[src/rtl/fsa_frame_scan_if.sv]
// AXI4-Stream video link for fsa_frame_scan: tdata plus tuser (SOF) and tlast (EOL).
// The master modport drives the beat and the slave modport returns tready.
interface fsa_frame_scan_if #(
  parameter int DW = 8
);
  logic          tvalid;
  logic          tready;
  logic [DW-1:0] tdata;
  logic          tuser;
  logic          tlast;

  modport master (output tvalid, output tdata, output tuser, output tlast, input tready);
  modport slave  (input tvalid, input tdata, input tuser, input tlast, output tready);
endinterface

[src/rtl/fsa_frame_scan.sv]
// fsa_frame_scan: classifies pixels against ref_data and measures the per-frame dark column extent.
// Optional feature macro FSA_FRAME_SCAN_HYST_EN adds ref_hyst and an in-row hysteresis threshold.
module fsa_frame_scan #(
  parameter int C_PIXEL_WIDTH = 8,
  parameter int C_IMG_WW      = 12,
  parameter int C_IMG_HW      = 12,
  parameter int C_TEST        = 12,
  parameter int C_OUT_DW      = 2,
  parameter logic [C_OUT_DW-1:0] C_OUT_DV = 2'b10
) (
  input  logic                     clk,
  input  logic                     resetn,
  input  logic [C_IMG_WW-1:0]      width,
  input  logic [C_IMG_HW-1:0]      height,
  input  logic [C_PIXEL_WIDTH-1:0] ref_data,
`ifdef FSA_FRAME_SCAN_HYST_EN
  input  logic [C_PIXEL_WIDTH-1:0] ref_hyst,
`endif
  input  logic                     fsync,
  fsa_frame_scan_if.slave          s_axis,
  fsa_frame_scan_if.master         m_axis,
  output logic [C_IMG_WW-1:0]      lft_v,
  output logic [C_IMG_WW-1:0]      rt_v,
  output logic                     res_valid,
  output logic                     res_empty,
  output logic                     geo_err
);
  localparam int BW = C_TEST + C_OUT_DW + 2;
  localparam logic [1:0] ST_IDLE     = 2'd0;
  localparam logic [1:0] ST_WAIT_SOF = 2'd1;
  localparam logic [1:0] ST_RUN      = 2'd2;
  localparam logic [C_IMG_WW-1:0] COL_ONE = {{(C_IMG_WW-1){1'b0}}, 1'b1};
  localparam logic [C_IMG_HW-1:0] ROW_ONE = {{(C_IMG_HW-1){1'b0}}, 1'b1};

`ifdef FSA_FRAME_SCAN_HYST_EN
  function automatic logic [C_PIXEL_WIDTH-1:0] sat_add(input logic [C_PIXEL_WIDTH-1:0] a,
                                                       input logic [C_PIXEL_WIDTH-1:0] b);
    logic [C_PIXEL_WIDTH:0] sum;
    sum = {1'b0, a} + {1'b0, b};
    return sum[C_PIXEL_WIDTH] ? {C_PIXEL_WIDTH{1'b1}} : sum[C_PIXEL_WIDTH-1:0];
  endfunction
  logic hyst_r;
`endif

  logic [1:0]               state_r, state_nx_s, after_s;
  logic [C_IMG_WW-1:0]      col_r, w_r, lmin_r, rmax_r;
  logic [C_IMG_HW-1:0]      row_r, h_r;
  logic                     any_r, err_r, arm_pend_r;
  logic [BW-1:0]            head_r, tail_r;
  logic                     head_v_r, tail_v_r;

  logic                     accept_s, start_s, restart_s, proc_s, new_s, last_s, dark_s, geo_bad_s;
  logic                     pop_s, any_nx_s, err_nx_s;
  logic [C_IMG_WW-1:0]      eff_col_s, eff_w_s, lmin_base_s, rmax_base_s, lmin_nx_s, rmax_nx_s;
  logic [C_IMG_HW-1:0]      eff_row_s, eff_h_s;
  logic [C_PIXEL_WIDTH-1:0] thr_s;
  logic [C_TEST-1:0]        pix_ext_s;
  logic [BW-1:0]            beat_s;

  assign s_axis.tready = (state_r == ST_IDLE) ? 1'b1 : ~(head_v_r & tail_v_r);
  assign m_axis.tvalid = head_v_r;
  assign m_axis.tuser  = head_r[BW-1];
  assign m_axis.tlast  = head_r[BW-2];
  assign m_axis.tdata  = head_r[BW-3:0];

  // Beat classification, frame position and running extent for the beat being accepted
  always_comb begin
    accept_s  = s_axis.tvalid & s_axis.tready;
    start_s   = accept_s & s_axis.tuser & (state_r == ST_WAIT_SOF);
    restart_s = accept_s & s_axis.tuser & (state_r == ST_RUN) &
                ((row_r != {C_IMG_HW{1'b0}}) | (col_r != {C_IMG_WW{1'b0}}));
    proc_s    = start_s | (accept_s & (state_r == ST_RUN));
    new_s     = start_s | restart_s;
    eff_col_s = new_s ? {C_IMG_WW{1'b0}} : col_r;
    eff_row_s = new_s ? {C_IMG_HW{1'b0}} : row_r;
    eff_w_s   = new_s ? width : w_r;
    eff_h_s   = new_s ? height : h_r;
`ifdef FSA_FRAME_SCAN_HYST_EN
    // Hysteresis only carries within a row; column 0 always uses the plain threshold
    thr_s = (hyst_r && (eff_col_s != {C_IMG_WW{1'b0}})) ? sat_add(ref_data, ref_hyst) : ref_data;
`else
    thr_s = ref_data;
`endif
    dark_s      = s_axis.tdata < thr_s;
    geo_bad_s   = s_axis.tlast ? (eff_col_s != (eff_w_s - COL_ONE)) : (eff_col_s == (eff_w_s - COL_ONE));
    last_s      = s_axis.tlast & (eff_row_s == (eff_h_s - ROW_ONE));
    lmin_base_s = new_s ? {C_IMG_WW{1'b1}} : lmin_r;
    rmax_base_s = new_s ? {C_IMG_WW{1'b0}} : rmax_r;
    lmin_nx_s   = (dark_s && (eff_col_s < lmin_base_s)) ? eff_col_s : lmin_base_s;
    rmax_nx_s   = (dark_s && (eff_col_s > rmax_base_s)) ? eff_col_s : rmax_base_s;
    any_nx_s    = (new_s ? 1'b0 : any_r) | dark_s;
    err_nx_s    = (new_s ? 1'b0 : err_r) | geo_bad_s;
    pix_ext_s   = {C_TEST{1'b0}};
    pix_ext_s[C_PIXEL_WIDTH-1:0] = s_axis.tdata;
    beat_s      = {new_s | ((eff_row_s == {C_IMG_HW{1'b0}}) & (eff_col_s == {C_IMG_WW{1'b0}})),
                   s_axis.tlast, pix_ext_s, dark_s ? C_OUT_DV : {C_OUT_DW{1'b0}}};
    pop_s       = head_v_r & m_axis.tready;
  end

  // Next-state selection for the arming FSM
  always_comb begin
    after_s = (arm_pend_r | fsync) ? ST_WAIT_SOF : ST_IDLE;
    case (state_r)
      ST_IDLE:     state_nx_s = fsync ? ST_WAIT_SOF : ST_IDLE;
      ST_WAIT_SOF: state_nx_s = start_s ? (last_s ? after_s : ST_RUN) : ST_WAIT_SOF;
      ST_RUN:      state_nx_s = (proc_s && last_s) ? after_s : ST_RUN;
      default:     state_nx_s = ST_IDLE;
    endcase
  end

  // FSM state, frame counters and extent accumulators
  always_ff @(posedge clk or negedge resetn) begin
    if (!resetn) begin
      state_r    <= ST_IDLE;
      col_r      <= {C_IMG_WW{1'b0}};
      row_r      <= {C_IMG_HW{1'b0}};
      w_r        <= {C_IMG_WW{1'b0}};
      h_r        <= {C_IMG_HW{1'b0}};
      lmin_r     <= {C_IMG_WW{1'b1}};
      rmax_r     <= {C_IMG_WW{1'b0}};
      any_r      <= 1'b0;
      err_r      <= 1'b0;
      arm_pend_r <= 1'b0;
    end else begin
      state_r <= state_nx_s;
      if (proc_s && last_s) begin
        arm_pend_r <= 1'b0;
      end else if ((state_r == ST_RUN) && fsync) begin
        arm_pend_r <= 1'b1;
      end
      if (proc_s) begin
        w_r    <= eff_w_s;
        h_r    <= eff_h_s;
        lmin_r <= lmin_nx_s;
        rmax_r <= rmax_nx_s;
        any_r  <= any_nx_s;
        err_r  <= err_nx_s;
        if (last_s) begin
          col_r <= {C_IMG_WW{1'b0}};
          row_r <= {C_IMG_HW{1'b0}};
        end else if (s_axis.tlast) begin
          col_r <= {C_IMG_WW{1'b0}};
          row_r <= eff_row_s + ROW_ONE;
        end else begin
          col_r <= eff_col_s + COL_ONE;
          row_r <= eff_row_s;
        end
      end
    end
  end

`ifdef FSA_FRAME_SCAN_HYST_EN
  // Previous-pixel dark state for the hysteresis threshold
  always_ff @(posedge clk or negedge resetn) begin
    if (!resetn) begin
      hyst_r <= 1'b0;
    end else if (proc_s) begin
      hyst_r <= dark_s;
    end
  end
`endif

  // Result latch: completed frame, or the frame cut short by an early SOF
  always_ff @(posedge clk or negedge resetn) begin
    if (!resetn) begin
      lft_v     <= {C_IMG_WW{1'b0}};
      rt_v      <= {C_IMG_WW{1'b0}};
      res_valid <= 1'b0;
      res_empty <= 1'b0;
      geo_err   <= 1'b0;
    end else if (proc_s && last_s) begin
      lft_v     <= any_nx_s ? lmin_nx_s : {C_IMG_WW{1'b0}};
      rt_v      <= any_nx_s ? rmax_nx_s : {C_IMG_WW{1'b0}};
      res_valid <= 1'b1;
      res_empty <= ~any_nx_s;
      geo_err   <= err_nx_s;
    end else if (restart_s) begin
      lft_v     <= any_r ? lmin_r : {C_IMG_WW{1'b0}};
      rt_v      <= any_r ? rmax_r : {C_IMG_WW{1'b0}};
      res_valid <= 1'b1;
      res_empty <= ~any_r;
      geo_err   <= 1'b1;
    end else begin
      res_valid <= 1'b0;
    end
  end

  // Two-entry output skid: head drives m_axis, tail absorbs one beat while stalled
  always_ff @(posedge clk or negedge resetn) begin
    if (!resetn) begin
      head_r   <= {BW{1'b0}};
      tail_r   <= {BW{1'b0}};
      head_v_r <= 1'b0;
      tail_v_r <= 1'b0;
    end else if (pop_s) begin
      if (tail_v_r) begin
        head_r   <= tail_r;
        tail_v_r <= proc_s;
        if (proc_s) begin
          tail_r <= beat_s;
        end
      end else begin
        head_v_r <= proc_s;
        if (proc_s) begin
          head_r <= beat_s;
        end
      end
    end else if (proc_s) begin
      if (!head_v_r) begin
        head_r   <= beat_s;
        head_v_r <= 1'b1;
      end else begin
        tail_r   <= beat_s;
        tail_v_r <= 1'b1;
      end
    end
  end
endmodule

[src/flat_wrapper.sv]
// flat-port wrapper written by rule: the top's interface ports become plain ports
module fsa_frame_scan_flat 
#(
  parameter int C_PIXEL_WIDTH = 8,
  parameter int C_IMG_WW      = 12,
  parameter int C_IMG_HW      = 12,
  parameter int C_TEST        = 12,
  parameter int C_OUT_DW      = 2,
  parameter logic [C_OUT_DW-1:0] C_OUT_DV = 2'b10
)
  (clk, resetn, width, height, ref_data, fsync, lft_v, rt_v, res_valid, res_empty, geo_err, s_axis_tvalid, s_axis_tdata, s_axis_tuser, s_axis_tlast, s_axis_tready, m_axis_tvalid, m_axis_tdata, m_axis_tuser, m_axis_tlast, m_axis_tready);
  fsa_frame_scan_if #(.DW((8))) s_axis_i ();
  fsa_frame_scan_if #(.DW((14))) m_axis_i ();
  input  logic clk;
  input  logic resetn;
  input  logic [C_IMG_WW-1:0] width;
  input  logic [C_IMG_HW-1:0] height;
  input  logic [C_PIXEL_WIDTH-1:0] ref_data;
  input  logic fsync;
  output logic [C_IMG_WW-1:0] lft_v;
  output logic [C_IMG_WW-1:0] rt_v;
  output logic res_valid;
  output logic res_empty;
  output logic geo_err;
  input wire logic [$bits(s_axis_i.tvalid)-1:0] s_axis_tvalid;
  input wire logic [$bits(s_axis_i.tdata)-1:0] s_axis_tdata;
  input wire logic [$bits(s_axis_i.tuser)-1:0] s_axis_tuser;
  input wire logic [$bits(s_axis_i.tlast)-1:0] s_axis_tlast;
  output wire logic [$bits(s_axis_i.tready)-1:0] s_axis_tready;
  output wire logic [$bits(m_axis_i.tvalid)-1:0] m_axis_tvalid;
  output wire logic [$bits(m_axis_i.tdata)-1:0] m_axis_tdata;
  output wire logic [$bits(m_axis_i.tuser)-1:0] m_axis_tuser;
  output wire logic [$bits(m_axis_i.tlast)-1:0] m_axis_tlast;
  input wire logic [$bits(m_axis_i.tready)-1:0] m_axis_tready;
  assign s_axis_i.tvalid = s_axis_tvalid;
  assign s_axis_i.tdata = s_axis_tdata;
  assign s_axis_i.tuser = s_axis_tuser;
  assign s_axis_i.tlast = s_axis_tlast;
  assign s_axis_tready = s_axis_i.tready;
  assign m_axis_tvalid = m_axis_i.tvalid;
  assign m_axis_tdata = m_axis_i.tdata;
  assign m_axis_tuser = m_axis_i.tuser;
  assign m_axis_tlast = m_axis_i.tlast;
  assign m_axis_i.tready = m_axis_tready;
  fsa_frame_scan #(.C_PIXEL_WIDTH(C_PIXEL_WIDTH), .C_IMG_WW(C_IMG_WW), .C_IMG_HW(C_IMG_HW), .C_TEST(C_TEST), .C_OUT_DW(C_OUT_DW), .C_OUT_DV(C_OUT_DV)) u_core (.clk(clk), .resetn(resetn), .width(width), .height(height), .ref_data(ref_data), .fsync(fsync), .s_axis(s_axis_i), .m_axis(m_axis_i), .lft_v(lft_v), .rt_v(rt_v), .res_valid(res_valid), .res_empty(res_empty), .geo_err(geo_err));
endmodule
[config.mk]
export PLATFORM = sky130hd
export DESIGN_NAME = fsa_frame_scan_flat
export DESIGN_NICKNAME = d
export VERILOG_FILES = /design/src/rtl/fsa_frame_scan_if.sv /design/src/rtl/fsa_frame_scan.sv /design/src/flat_wrapper.sv
export SDC_FILE = /design/constraint.sdc
export NUM_CORES = 1
export LEC_CHECK = 0
export ABC_AREA = 0
export BUFFER_PORTS_ARGS = -buffer_cell sky130_fd_sc_hd__buf_2
export CAP_MARGIN = 0
export CORE_MARGIN = 10
export CORE_UTILIZATION = 35
export DETAILED_ROUTE_END_ITERATION = 8
export GPL_TIMING_DRIVEN = 0
export PLACE_DENSITY = 0.54
export SETUP_SLACK_MARGIN = 0.02
export SLEW_MARGIN = 20
export SYNTH_ARGS = -nofsm -noshare
export SYNTH_HDL_FRONTEND = slang
export SYNTH_SLANG_ARGS = --single-unit
[constraint.sdc]
create_clock -name clk -period 10 [get_ports clk]
set_clock_uncertainty 0.2 [all_clocks]
set_input_delay 2 -clock clk [delete_from_list [all_inputs] [get_ports clk]]
set_output_delay 2 -clock clk [all_outputs]
set_load 0.05 [all_outputs]
After elaboration in Yosys (flattened, before gate mapping)
Cells that the tools add are included.
Widths: inputs -> output; s select.
{"block": "totals", "reg_bits": 138}
{"block": "op_classes", "n_addsub": 4, "n_lt_le_gt_ge": 3, "eq_ne": 9, "n_mux": 55, "bitwise_logic": 20, "n_reduce_logical": 18}
{"operator": "$mux 12", "count": 20}
{"operator": "$mux 16", "count": 9}
{"operator": "$add 12x1->12 const B", "count": 2}
{"operator": "$eq 12x12->1", "count": 2}
{"operator": "$logic_not 12->1", "count": 2}
{"operator": "$reduce_bool 12->1", "count": 2}
{"operator": "$sub 12x1->12 const B", "count": 2}
{"operator": "$mux 1", "count": 21}
{"operator": "$gt 12x12->1", "count": 1}
{"operator": "$lt 12x12->1", "count": 1}
{"operator": "$ne 12x12->1", "count": 1}
{"operator": "$and 1x1->1", "count": 10}
{"operator": "$reduce_bool 2->1", "count": 5}
{"operator": "$lt 8x8->1", "count": 1}
{"operator": "$mux 2", "count": 4}
{"operator": "$or 1x1->1", "count": 7}
{"operator": "$ne 2x2->1 const B", "count": 3}
{"operator": "$pmux 2 s3", "count": 1}
{"operator": "$logic_and 1x1->1", "count": 4}
{"operator": "$reduce_and 2->1", "count": 2}
{"operator": "$reduce_and 4->1", "count": 1}
{"operator": "$not 1->1", "count": 3}
{"operator": "$reduce_and 3->1", "count": 1}
{"operator": "$eq 2x1->1 const B", "count": 1}
{"operator": "other kinds (3)", "count": 3}

Logic depth before layout (Yosys ltp)
Gate-level depths: netlist of the first run.
{"block": "depth", "word_depth": 15, "depth_mapped": 22, "depth_no_buf": 15}

Worst setup path before layout of the first run
Ideal clock, no wire load.
{"block": "synth_path", "path_type": "input port to flip-flop", "from": "in s_axis_tvalid", "to": "reg u_core.geo_err", "setup_time_ns": 0.126, "arrival_time_ns": 5.483, "required_ns": 9.674, "path_slack_ns": 4.191, "stages": 20, "path_cell_list": "o2111a_1 o21ai_0 clkbuf_1 buf_1 clkbuf_1 nand2_1 nand2_1 inv_1 ha_1 clkbuf_1 nand2b_1 or4_1 o32ai_1 and3_1 a311oi_1 or4_1 clkbuf_1 buf_6 a21oi_1 a21oi_2"}
{"block": "synth_between", "elab_chain_len": 11, "word_cells_on_any_way": 24}
{"element": "from (decl)", "line": "flat_wrapper.sv:25", "rtl": "input wire logic [$bits(s_axis_i.tvalid)-1:0] s_axis_tvalid;"}
{"element": "$and 1x1->1 (*)", "line": "fsa_frame_scan.sv:68", "rtl": "accept_s = s_axis.tvalid & s_axis.tready;"}
{"element": "$and 1x1->1", "line": "fsa_frame_scan.sv:69, fsa_frame_scan.sv:70"}
{"element": "$and 1x1->1 (2 in series)", "line": "fsa_frame_scan.sv:70", "rtl": "restart_s = accept_s & s_axis.tuser & (state_r == ST_RUN) &"}
{"element": "$or 1x1->1", "line": "fsa_frame_scan.sv:73", "rtl": "new_s = start_s | restart_s;"}
{"element": "$mux 12 (on tied branches)", "line": "fsa_frame_scan.sv:76, fsa_frame_scan.sv:77"}
{"element": "$sub 12x1->12 (on tied branches)", "line": "fsa_frame_scan.sv:85, fsa_frame_scan.sv:86"}
{"element": "$eq 12x12->1 (tied with other cells)", "line": "fsa_frame_scan.sv:85", "rtl": "geo_bad_s = s_axis.tlast ? (eff_col_s != (eff_w_s - COL_ONE)) : (eff_col_s == (eff_w_s - COL_ONE));"}
{"element": "$mux 1 or $and 1x1->1 (tied branches)", "line": "fsa_frame_scan.sv:85, fsa_frame_scan.sv:86"}
{"element": "$or 1x1->1 or $logic_and 1x1->1 (tied branches)", "line": "fsa_frame_scan.sv:92, fsa_frame_scan.sv:171"}
{"element": "$mux 1 or $reduce_bool 2->1 (tied branches)"}
{"element": "to (signal assigned)", "line": "fsa_frame_scan.sv:176", "rtl": "geo_err <= err_nx_s;"}
{"element": "to (decl)", "line": "fsa_frame_scan.sv:26", "rtl": "output logic geo_err"}
Every way passes the cells marked *; elsewhere a longest branch is shown, timed or not.
A chain may end at the register's enable or synchronous reset.

Worst setup path after layout of the first run
{"block": "layout_path", "from": "in s_axis_tvalid", "to": "reg u_core.lft_v[3]"}
{"block": "layout_between", "elab_chain_len": 11, "word_cells_on_any_way": 24}
{"element": "$and 1x1->1 (*)", "line": "fsa_frame_scan.sv:68"}
{"element": "$and 1x1->1", "line": "fsa_frame_scan.sv:69, fsa_frame_scan.sv:70"}
{"element": "$and 1x1->1 (2 in series)", "line": "fsa_frame_scan.sv:70"}
{"element": "$or 1x1->1", "line": "fsa_frame_scan.sv:73"}
{"element": "$mux 12 (on tied branches)", "line": "fsa_frame_scan.sv:77, fsa_frame_scan.sv:87, fsa_frame_scan.sv:74"}
{"element": "$sub 12x1->12 or $lt 12x12->1 (tied branches)", "line": "fsa_frame_scan.sv:86, fsa_frame_scan.sv:89"}
{"element": "$eq 12x12->1 or $logic_and 1x1->1 (tied branches)", "line": "fsa_frame_scan.sv:86, fsa_frame_scan.sv:89"}
{"element": "$and 1x1->1 or $mux 12 (tied branches)", "line": "fsa_frame_scan.sv:86, fsa_frame_scan.sv:89"}
{"element": "$logic_and 1x1->1 or $mux 12 (tied branches)", "line": "fsa_frame_scan.sv:171, fsa_frame_scan.sv:172"}
{"element": "$mux 12 or $reduce_bool 2->1 (tied branches)"}
{"element": "to (signal assigned)", "line": "fsa_frame_scan.sv:166", "rtl": "lft_v <= {C_IMG_WW{1'b0}};"}
{"element": "to (signal assigned)", "line": "fsa_frame_scan.sv:172", "rtl": "lft_v <= any_nx_s ? lmin_nx_s : {C_IMG_WW{1'b0}};"}
{"element": "to (signal assigned)", "line": "fsa_frame_scan.sv:178", "rtl": "lft_v <= any_r ? lmin_r : {C_IMG_WW{1'b0}};"}
{"element": "to (decl)", "line": "fsa_frame_scan.sv:22", "rtl": "output logic [C_IMG_WW-1:0] lft_v,"}
Marks and branches as above.

==> results of run 1 <==
## state kept, by name (all words and copies together) (netlist names), 2 cells and up
register        count
u_core.head_r      11
u_core.w_r         12
u_core.h_r         12
u_core.rt_v        12
u_core.rmax_r      12
u_core.tail_r      11
u_core.lft_v       12
u_core.lmin_r      12
u_core.state_r      2
u_core.col_r       12
u_core.row_r       12
## critical path, cell delays in order
cell	delay, ns
buf_2	0.13
o2111a_1	0.16
o21ai_0	0.34
clkbuf_1	0.61
buf_1	0.47
clkbuf_1	0.46
nand2_1	0.10
nand2_1	0.11
inv_1	0.05
ha_1	0.32
xnor2_1	0.14
a21oi_1	0.11
o2111ai_1	0.12
nor4_1	0.41
a21oi_1	0.16
nor3_2	0.54
nand3_1	0.45
clkbuf_1	0.35
o21ai_0	0.23
## logic make-up after synthesis
kind of cell    share of synthesized area
fa+ha+maj                          0.0562
mux                                0.0651
compound gates                      0.161
buf+inv                            0.0457
other cells                      0.000468
simple gates                        0.234
flops                               0.401
xor+xnor                           0.0360
## layer usage
layer,share of wire,vias up,global-route usage
met2,0.47,156,0.263
met4,0.010,0,0.0439
met3,0.047,17,0.0394
li1,-,3578,-
met1,0.48,3410,0.220
met5,0,-,0
## final cells by class
| cell class | count | area, um2 |
|---|---|---|
| fillers | 2320 | 13100 |
| multi-input cells | 748 | 4450 |
| flip-flops and latches | 128 | 3220 |
| repair buffers | 87 | 468 |
| clock buffers | 17 | 425 |
| well taps | 285 | 357 |
| plain buffers | 58 | 254 |
| clock inverters | 15 | 195 |
| inverters | 30 | 113 |
## per-stage QoR
step	power (mW)	hold slack, ns
global placement	2.09	0.266
global route	2.97	0.321
CTS	2.79	0.297
finish	2.77	0.296
floorplan	1.77	0.250
detailed placement	2.11	0.283
## cell usage in the layout, fill, tap and decap left out, types with 6 or more instances in the layout
master	count
o2bb2ai_1	12
nor4_1	16
inv_1	30
xnor2_1	22
a21o_1	6
nand4_1	11
clkbuf_1	44
nand3_1	23
nor2_1	75
mux2i_1	15
nor2b_1	10
inv_6	8
clkbuf_16	17
a21oi_1	52
dfrtp_1	116
mux2_2	33
and3_1	13
buf_2	87
o21ai_0	87
nor3_1	12
ha_1	36
nand2_1	218
xor2_1	11
nand2b_1	9
a22o_1	7
dfstp_2	12
## path summary, 6_finish.rpt
path / start / end / slack (ns) / depth (start not counted)
hold reg to reg: u_core.err_r / u_core.err_r / 0.30 / 2
setup / recovery: s_axis_tvalid / u_core.lft_v[3] / 2.85 / 19
max in group asynchronous: resetn / u_core.lmin_r[1] / 7.52 / 2
min in group asynchronous: resetn / u_core.w_r[10] / 1.30 / 1
hold / removal: u_core.err_r / u_core.err_r / 0.30 / 2
setup reg to reg: u_core.col_r[10] / u_core.lft_v[3] / 2.99 / 20
## power by group
| group | leakage, nW | internal (mW) | total, mW | switching (mW) |
|---|---|---|---|---|
| clock | 0.299 | 0.401 | 0.670 | 0.269 |
| sequential | 1.62 | 0.712 | 0.868 | 0.155 |
| combinational | 2.47 | 0.435 | 1.24 | 0.802 |
| total | 4.39 | 1.55 | 2.77 | 1.23 |
==> flow_summary.json, run 1 <==
{
  "nets": 1153,
  "cts_max_level": 4,
  "start_kind": "primary input",
  "p_leak_nw": 4.39,
  "rsz0062_at_grt": "no",
  "grt_start_max_net_pins": 77,
  "synth_top_area_cell": "dfrtp_1",
  "synthTopCellsByCount": "nand2_1 (218), dfrtp_1 (116), o21ai_0 (87), nor2_1 (75), a21oi_1 (52)",
  "finalHoldViolCount": 0,
  "final_max_slew_viol_count": 0,
  "cts_tree": "built",
  "holdCritPathClass": "flop to flop",
  "dp_cells": 1336,
  "drtIter0Drc": 509,
  "die_h_um": 171,
  "start_util": 0.355,
  "ir_drop_v": 0.000105,
  "ys_warn_count": 0,
  "dpl_cell_area_mm2": 0.00886,
  "synth_ff_type": "dfrtp_1",
  "dp_hpwl_mm": 17.9,
  "setup_viol": 0,
  "postCtsHoldBufs": 0,
  "synth_top_cell_area_share": 0.362,
  "cp_data_required_time_ns": 10.14,
  "syn_to_final_growth_pct": 18.2,
  "cts_resized": 0,
  "setup_ws_ns": 2.85,
  "num_vias": 7161,
  "drt_pass1_iterations": 7,
  "clkTransAtPathRegs_ns": 0.06,
  "power.density_mw_per_mm2": 293,
  "cts_root_buf": "clkbuf_16",
  "antenna_found_initial": 0,
  "synthMostInstantiatedCell": "nand2_1",
  "cp_max_fo": 10,
  "fin_util": 0.420,
  "drt-total-wl_mm": 24.1,
  "rows": 55,
  "pin_count": 92,
  "grt_usage": 0.165,
  "core_area_mm2": 0.0226,
  "clock-sinks": 128,
  "gp_congestion": 0.868,
  "tightest_slew_ns": 0.976,
  "port_buffers": 86,
  "drive_gt1_frac": 0.169,
  "yosysSeqAreaShare": 0.401,
  "async_flop_share": 1.00,
  "status": "completed",
  "via_per_inst": 5.23,
  "synth_edf_count": 0,
  "critPathArrivalTime_ns": 7.29,
  "numCtsBuffers": 17,
  "synth.distinct_cells": 69,
  "dieArea_mm2": 0.0294,
  "path_class": "primary input to flop",
  "ys_ff_latch": 128,
  "max-slew-margin-rel": 0.349,
  "post_cts_buffers": 0,
  "grt_pass1_wl_mm": 38.3,
  "grt_pass1_vias": 6995,
  "fin_crit_sh": 0.715,
  "syn_area_mm2": 0.00802,
  "finalInstanceArea_mm2": 0.00948,
  "maxCapViolCount": 0,
  "clk_latency_ns": 0.42,
  "die_width_um": 171,
  "drt-wirelength-per-cell_um": 17.6,
  "max_freq_mhz": 140,
  "post-route-min-period_ns": 7.15,
  "ys_top_cells_by_area": "dfrtp_1 (36%), nand2_1 (10%), ha_1 (5.6%), o21ai_0 (5.4%), mux2_2 (4.6%)",
  "place_ws_ns": 2.42,
  "end_kind": "flop",
  "grt.overflow.total": 0,
  "netlist_instances": 960,
  "n_antenna_cell": 0,
  "drtAntennaViolNets": 0,
  "remaining_drc_errors": 0,
  "avgSynthCellArea_um2": 8.35,
  "tns_ns": 0,
  "stdcell_count": 1368,
  "cts_buffer_depth": 2
}
Note: power is estimated with default switching activity, not from simulation.
==> inputs of run 2 (changes only) <==
PLACE_DENSITY = 0.56   (was 0.54)
clock period = 6.44 ns   (was 10 ns; I/O delays follow)
==> run 2 against run 1 <==
Sequential cell count did not move. Total power up 54%. Die area is the same. Highest routed layer unchanged. Global-route usage is 0.13 points lower. Design area about the same. Clock power grew 49%. Non-clock buffer count is 1 higher. Combinational power increased by 55%. Setup slack got worse by 2.4 ns. Largest power group unchanged. Largest cell class unchanged. Critical path depth grew 3. First-iteration DRC count up 32%.
==> flow_summary.json, run 2 (synthesis gave the netlist of run 1 again) <==
{
  "holdCritPathClass": "flop to flop",
  "cp_top_family": "simple AND/OR/NAND/NOR gates",
  "num_vias": 7243,
  "numCtsBuffers": 17,
  "p_leak_nw": 4.39,
  "critPathArrivalTime_ns": 6.07,
  "stdcell_count": 1369,
  "ir_drop_v": 0.000173,
  "final_cell_mix": "nand2_1 (218), dfrtp_1 (116), buf_2 (87)",
  "max_freq_mhz": 168,
  "syn_to_final_growth_pct": 18.3,
  "n_antenna_cell": 0,
  "cp_data_required_time_ns": 6.55,
  "pin_count": 92,
  "cts_root_buf": "clkbuf_16",
  "final_max_slew_viol_count": 0,
  "layout_commonest_cell": "nand2_1",
  "max-slew-margin-rel": 0.332,
  "dieArea_mm2": 0.0294,
  "drive_gt1_frac": 0.174,
  "grt.overflow.total": 0,
  "critPathMaxStageDelay_ns": 0.58,
  "reg2reg_from": "u_core.col_r[10]",
  "cp_max_fo": 10,
  "start_kind": "flop",
  "drtAntennaViolNets": 0,
  "clk_latency_ns": 0.43,
  "path_class": "flop to flop",
  "grt_usage": 0.164,
  "setup_viol": 0,
  "cts_buffer_depth": 2,
  "tightest_slew_ns": 1.00,
  "rows": 55,
  "fin_util": 0.420,
  "drt-total-wl_mm": 23.6,
  "via_per_inst": 5.29,
  "fin_crit_sh": 0.924,
  "cts_tree": "built",
  "status": "completed",
  "startpoint": "u_core.col_r[10]",
  "power.density_mw_per_mm2": 451,
  "cpMaxStageDelayCell": "or4_1",
  "end_kind": "flop",
  "crit_top_cell": "clkbuf_1",
  "dp_cells": 1336,
  "gp_congestion": 0.893,
  "core_area_mm2": 0.0226,
  "clock-sinks": 128,
  "drt-wirelength-per-cell_um": 17.2,
  "clkTransAtPathRegs_ns": 0.06,
  "post-route-min-period_ns": 5.95,
  "hp-start": "u_core.err_r",
  "grt_pass1_vias": 7085,
  "worst-path-buf-inv": 8,
  "drt_pass1_iterations": 5,
  "nets": 1154,
  "die_width_um": 171,
  "drtIter0Drc": 670,
  "die_h_um": 171,
  "grt_start_max_net_pins": 84,
  "maxCapViolCount": 0,
  "port_buffers": 86,
  "cts_max_level": 4,
  "rsz0062_at_grt": "no",
  "antenna_found_initial": 0,
  "finalHoldViolCount": 0,
  "start_util": 0.355,
  "dp_hpwl_mm": 17.6,
  "crit_chain": "clkbuf_1 > nor4_1 > nand4_1 > o21a_1 > clkbuf_1 > buf_1 > clkbuf_1 > nand2_1 > nand2_1 > inv_1 > ha_1 > clkbuf_1 > nand2b_1 > or4_1 > o32ai_1 > and3_1 > a311oi_1 > or4_1 > clkbuf_1 > buf_6 > a21oi_1 > a21oi_2",
  "remaining_drc_errors": 0,
  "grt_pass1_wl_mm": 38.2
}
run 2: changes by cell type in the layout (fill, tap and decap cells not counted), moves of 2 or more:
cell and delta:
buf_4 +2, clkbuf_1 -2, clkinvlp_4 +2, clkbuf_2 +2
run 2: routing by layer:
metal / track usage / part of all wire / vias up
met4: 0.0507 / 0.016 / 0
met2: 0.264 / 0.47 / 157
li1: - / - / 3568
met3: 0.0362 / 0.047 / 22
met5: 0 / 0 / -
met1: 0.215 / 0.47 / 3496
run 2: tightest hold or removal path, stage by stage, from the launching register on:
cell and delay [ns]:
dfrtp_1 0.35, nand2_1 0.05, o21ai_0 0.06
run 2: stage by stage:
| step | area, um2 | worst slack (ns) | hold WS [ns] | TNS, ns | total power, mW |
|---|---|---|---|---|---|
| 5_1_grt | 9490 | 0.0282 | 0.329 | 0 | 4.59 |
| 4_1_cts | 9460 | 0.0261 | 0.298 | 0 | 4.30 |
| 6_report | 9490 | 0.487 | 0.294 | 0 | 4.28 |
| 3_3_place_gp | 8820 | -0.361 | 0.266 | -6.94 | 3.24 |
| 2_1_floorplan | 8030 | 1.34 | 0.250 | 0 | 2.75 |
| 3_5_place_dp | 8860 | -0.394 | 0.285 | -7.23 | 3.28 |
run 2: path summary, 6_finish.rpt:
kind                       slack, ns               end  cells after the start
max                             0.49    u_core.geo_err                     22
min                             0.29      u_core.err_r                      2
max reg2reg                     0.49    u_core.geo_err                     22
min reg2reg                     0.29      u_core.err_r                      2
max in group asynchronous       4.71  u_core.lmin_r[2]                      2
min in group asynchronous       0.57     u_core.w_r[7]                      1
run 2: area by class of cell:
class | count | area [um2]
timing repair buffer | 89 | 483
multi-input combinational | 748 | 4470
inverter | 30 | 113
fill | 2338 | 13100
sequential | 128 | 3220
clock buffer | 17 | 425
clock inverter | 15 | 171
tap | 285 | 357
buffer | 57 | 253
run 2: timing repair:
| item | in CTS | in global routing |
|---|---|---|
| hold buffers | 0 | 0 |
| resized for setup | 2 | 6 |
| cloned | 0 | 0 |
| pin swaps | 0 | 1 |
| setup buffers | 0 | 2 |
| setup endpoints to repair | 25 | 36 |
run 2: where the power goes:
group | internal [mW] | switching, mW | leakage [nW]
clock network | 0.581 | 0.421 | 0.280
logic | 0.676 | 1.24 | 2.49
registers | 1.11 | 0.247 | 1.62
total | 2.36 | 1.91 | 4.39
==> inputs of run 3 (changes only) <==
GPL_TIMING_DRIVEN = default   (was 0)
==> run 3 against run 2 <==
Design area decreased by 2.0%. Critical endpoint is now u_core.rt_v[10]. Wire length fell by 4.9%. Via count fell by 3.4%. Utilization is 0.84 points lower. Final cell count shrank 3.4%. Maximum frequency is 13% higher. Largest cell class unchanged. First-iteration DRC count down 38%. Combinational power is 6% lower. Setup slack better by 0.67 ns. Die area unchanged. Count of clock-buffer cells in the layout rose by 1. Global-route usage decreased by 0.44 points. Highest routed layer unchanged.
==> flow_summary.json, run 3 (synthesis gave the netlist of run 1 again) <==
{
  "critPathMaxStageDelay_ns": 0.71,
  "post_cts_buffers": 0,
  "drtIter0Drc": 416,
  "remaining_drc_errors": 0,
  "cts_max_level": 4,
  "via_per_inst": 5.29,
  "dpl_cell_area_mm2": 0.00869,
  "max_freq_mhz": 189,
  "drt_pass1_iterations": 5,
  "ir_drop_v": 0.000219,
  "worst-path-buf-inv": 2,
  "pin_count": 92,
  "end_kind": "flop",
  "antenna_found_initial": 0,
  "grt.overflow.total": 0,
  "port_buffers": 86,
  "numCtsBuffers": 17,
  "cts_root_buf": "clkbuf_16",
  "seqCellArea_mm2": 0.00322,
  "clock-sinks": 128,
  "cp_top_family": "simple AND/OR/NAND/NOR gates",
  "dieArea_mm2": 0.0294,
  "cts_tree": "built",
  "post-route-min-period_ns": 5.28,
  "grt_usage": 0.160,
  "cts_resized": 0,
  "finalHoldViolCount": 0,
  "fin_crit_sh": 0.820,
  "grt_pass1_wl_mm": 37.7,
  "core_area_mm2": 0.0226,
  "pwr-share-seq": 0.333,
  "holdCritPathClass": "flop to flop",
  "die_width_um": 171,
  "clkTransAtPathRegs_ns": 0.06,
  "p_int_mw": 2.39,
  "gp_congestion": 0.864,
  "nets": 1108,
  "cp_max_fo": 24,
  "maxCapViolCount": 0,
  "grt_start_max_net_pins": 101,
  "tns_ns": 0,
  "tightest_slew_ns": 1.01,
  "grt_pass1_vias": 6970,
  "max-slew-margin-rel": 0.327,
  "crit_chain": "nor4_1 > nand4_1 > o21ai_4 > nand2_1 > nand2_1 > inv_1 > ha_1 > xnor2_1 > a21oi_1 > o2111ai_1 > nor4_1 > a21oi_1 > nor3_2 > buf_4 > nand3_1 > o21ai_0",
  "clk_latency_ns": 0.44,
  "finalInstanceArea_mm2": 0.00930,
  "drive_gt1_frac": 0.181,
  "multi_input_area_mm2": 0.00447,
  "switchingPower_mw": 1.84,
  "setup_viol": 0,
  "final_cell_mix": "nand2_1 (218), dfrtp_1 (116), o21ai_0 (86)",
  "layout_commonest_cell": "nand2_1",
  "p_leak_nw": 4.33,
  "combPwrFrac": 0.429,
  "drt-total-wl_mm": 22.5,
  "cts_buffer_depth": 2,
  "n_antenna_cell": 0,
  "start_util": 0.355,
  "syn_to_final_growth_pct": 15.9,
  "p_sw_frac": 0.435,
  "status": "completed",
  "drt-wirelength-per-cell_um": 17.0,
  "power.density_mw_per_mm2": 454,
  "rows": 55,
  "cpMaxStageDelayCell": "nand3_1",
  "final_max_slew_viol_count": 0,
  "rsz0062_at_grt": "no",
  "postCtsHoldBufs": 0,
  "fillers": 2362,
  "cp_data_required_time_ns": 6.57,
  "critPathArrivalTime_ns": 5.41,
  "num_vias": 6997,
  "die_h_um": 171,
  "p_clk_frac": 0.238,
  "dp_hpwl_mm": 15.9,
  "path_class": "flop to flop",
  "start_kind": "flop",
  "drtAntennaViolNets": 0
}
-- run 3: cell types whose count changed in the layout (fill, tap and decap cells not counted), sizes merged --
cell and delta:
buf -2, bufinv +1, clkbuf -43, clkinv +4
clkinvlp -1, inv -6
-- run 3: per-layer routing --
layer  part of all wire  GRT usage  routed length, um
met2               0.47      0.259              10600
met5                  0          0                  0
met1               0.46      0.206              10400
met4              0.019     0.0560                424
met3              0.045     0.0344               1000
-- run 3: worst min-delay path: stages, from the launching register on --
cell	delay (ns)
dfrtp_1	0.35
nand2_1	0.05
o21ai_0	0.06
-- run 3: layout make-up --
type	instances	share of cell area
clock inverters	13	0.0175
well taps	285	0.0384
repair buffers	100	0.0583
inverters	30	0.0121
multi-input cells	748	0.480
flip-flops and latches	128	0.346
clock buffers	18	0.0472
-- run 3: final timing paths --
| path | from | endpoint | slack, ns | cells past startpoint |
|---|---|---|---|---|
| max in group asynchronous | resetn | u_core.row_r[2] | 4.28 | 2 |
| setup / recovery | u_core.col_r[8] | u_core.rt_v[10] | 1.16 | 16 |
| hold / removal | u_core.err_r | u_core.err_r | 0.28 | 2 |
| hold reg to reg | u_core.err_r | u_core.err_r | 0.28 | 2 |
| setup reg to reg | u_core.col_r[8] | u_core.rt_v[10] | 1.16 | 16 |
| min in group asynchronous | resetn | u_core.res_valid | 0.77 | 1 |
-- run 3: power by group through the flow --
stage / logic [mW] / registers (mW) / clock network, mW
finish: 1.81 / 1.41 / 1.01
global route: 2.04 / 1.46 / 1.06
CTS: 1.83 / 1.41 / 1.03
detailed placement: 1.82 / 1.42 / 0
global placement: 1.80 / 1.41 / 0
floorplan: 1.17 / 1.58 / 0
-- run 3: stage by stage --
| step | setup slack (ns) | cells | hold WS [ns] | power, mW | util |
|---|---|---|---|---|---|
| 2_1_floorplan | 1.34 | 964 | 0.250 | 2.75 | - |
| 3_3_place_gp | 1.14 | 1291 | 0.270 | 3.22 | 0.385 |
| 3_5_place_dp | 1.08 | 1291 | 0.275 | 3.24 | 0.385 |
| 4_1_cts | 1.22 | 1322 | 0.287 | 4.27 | 0.412 |
| 5_1_grt | 0.706 | 1322 | 0.326 | 4.55 | 0.412 |
| 6_report | 1.16 | 1322 | 0.285 | 4.23 | 0.412 |
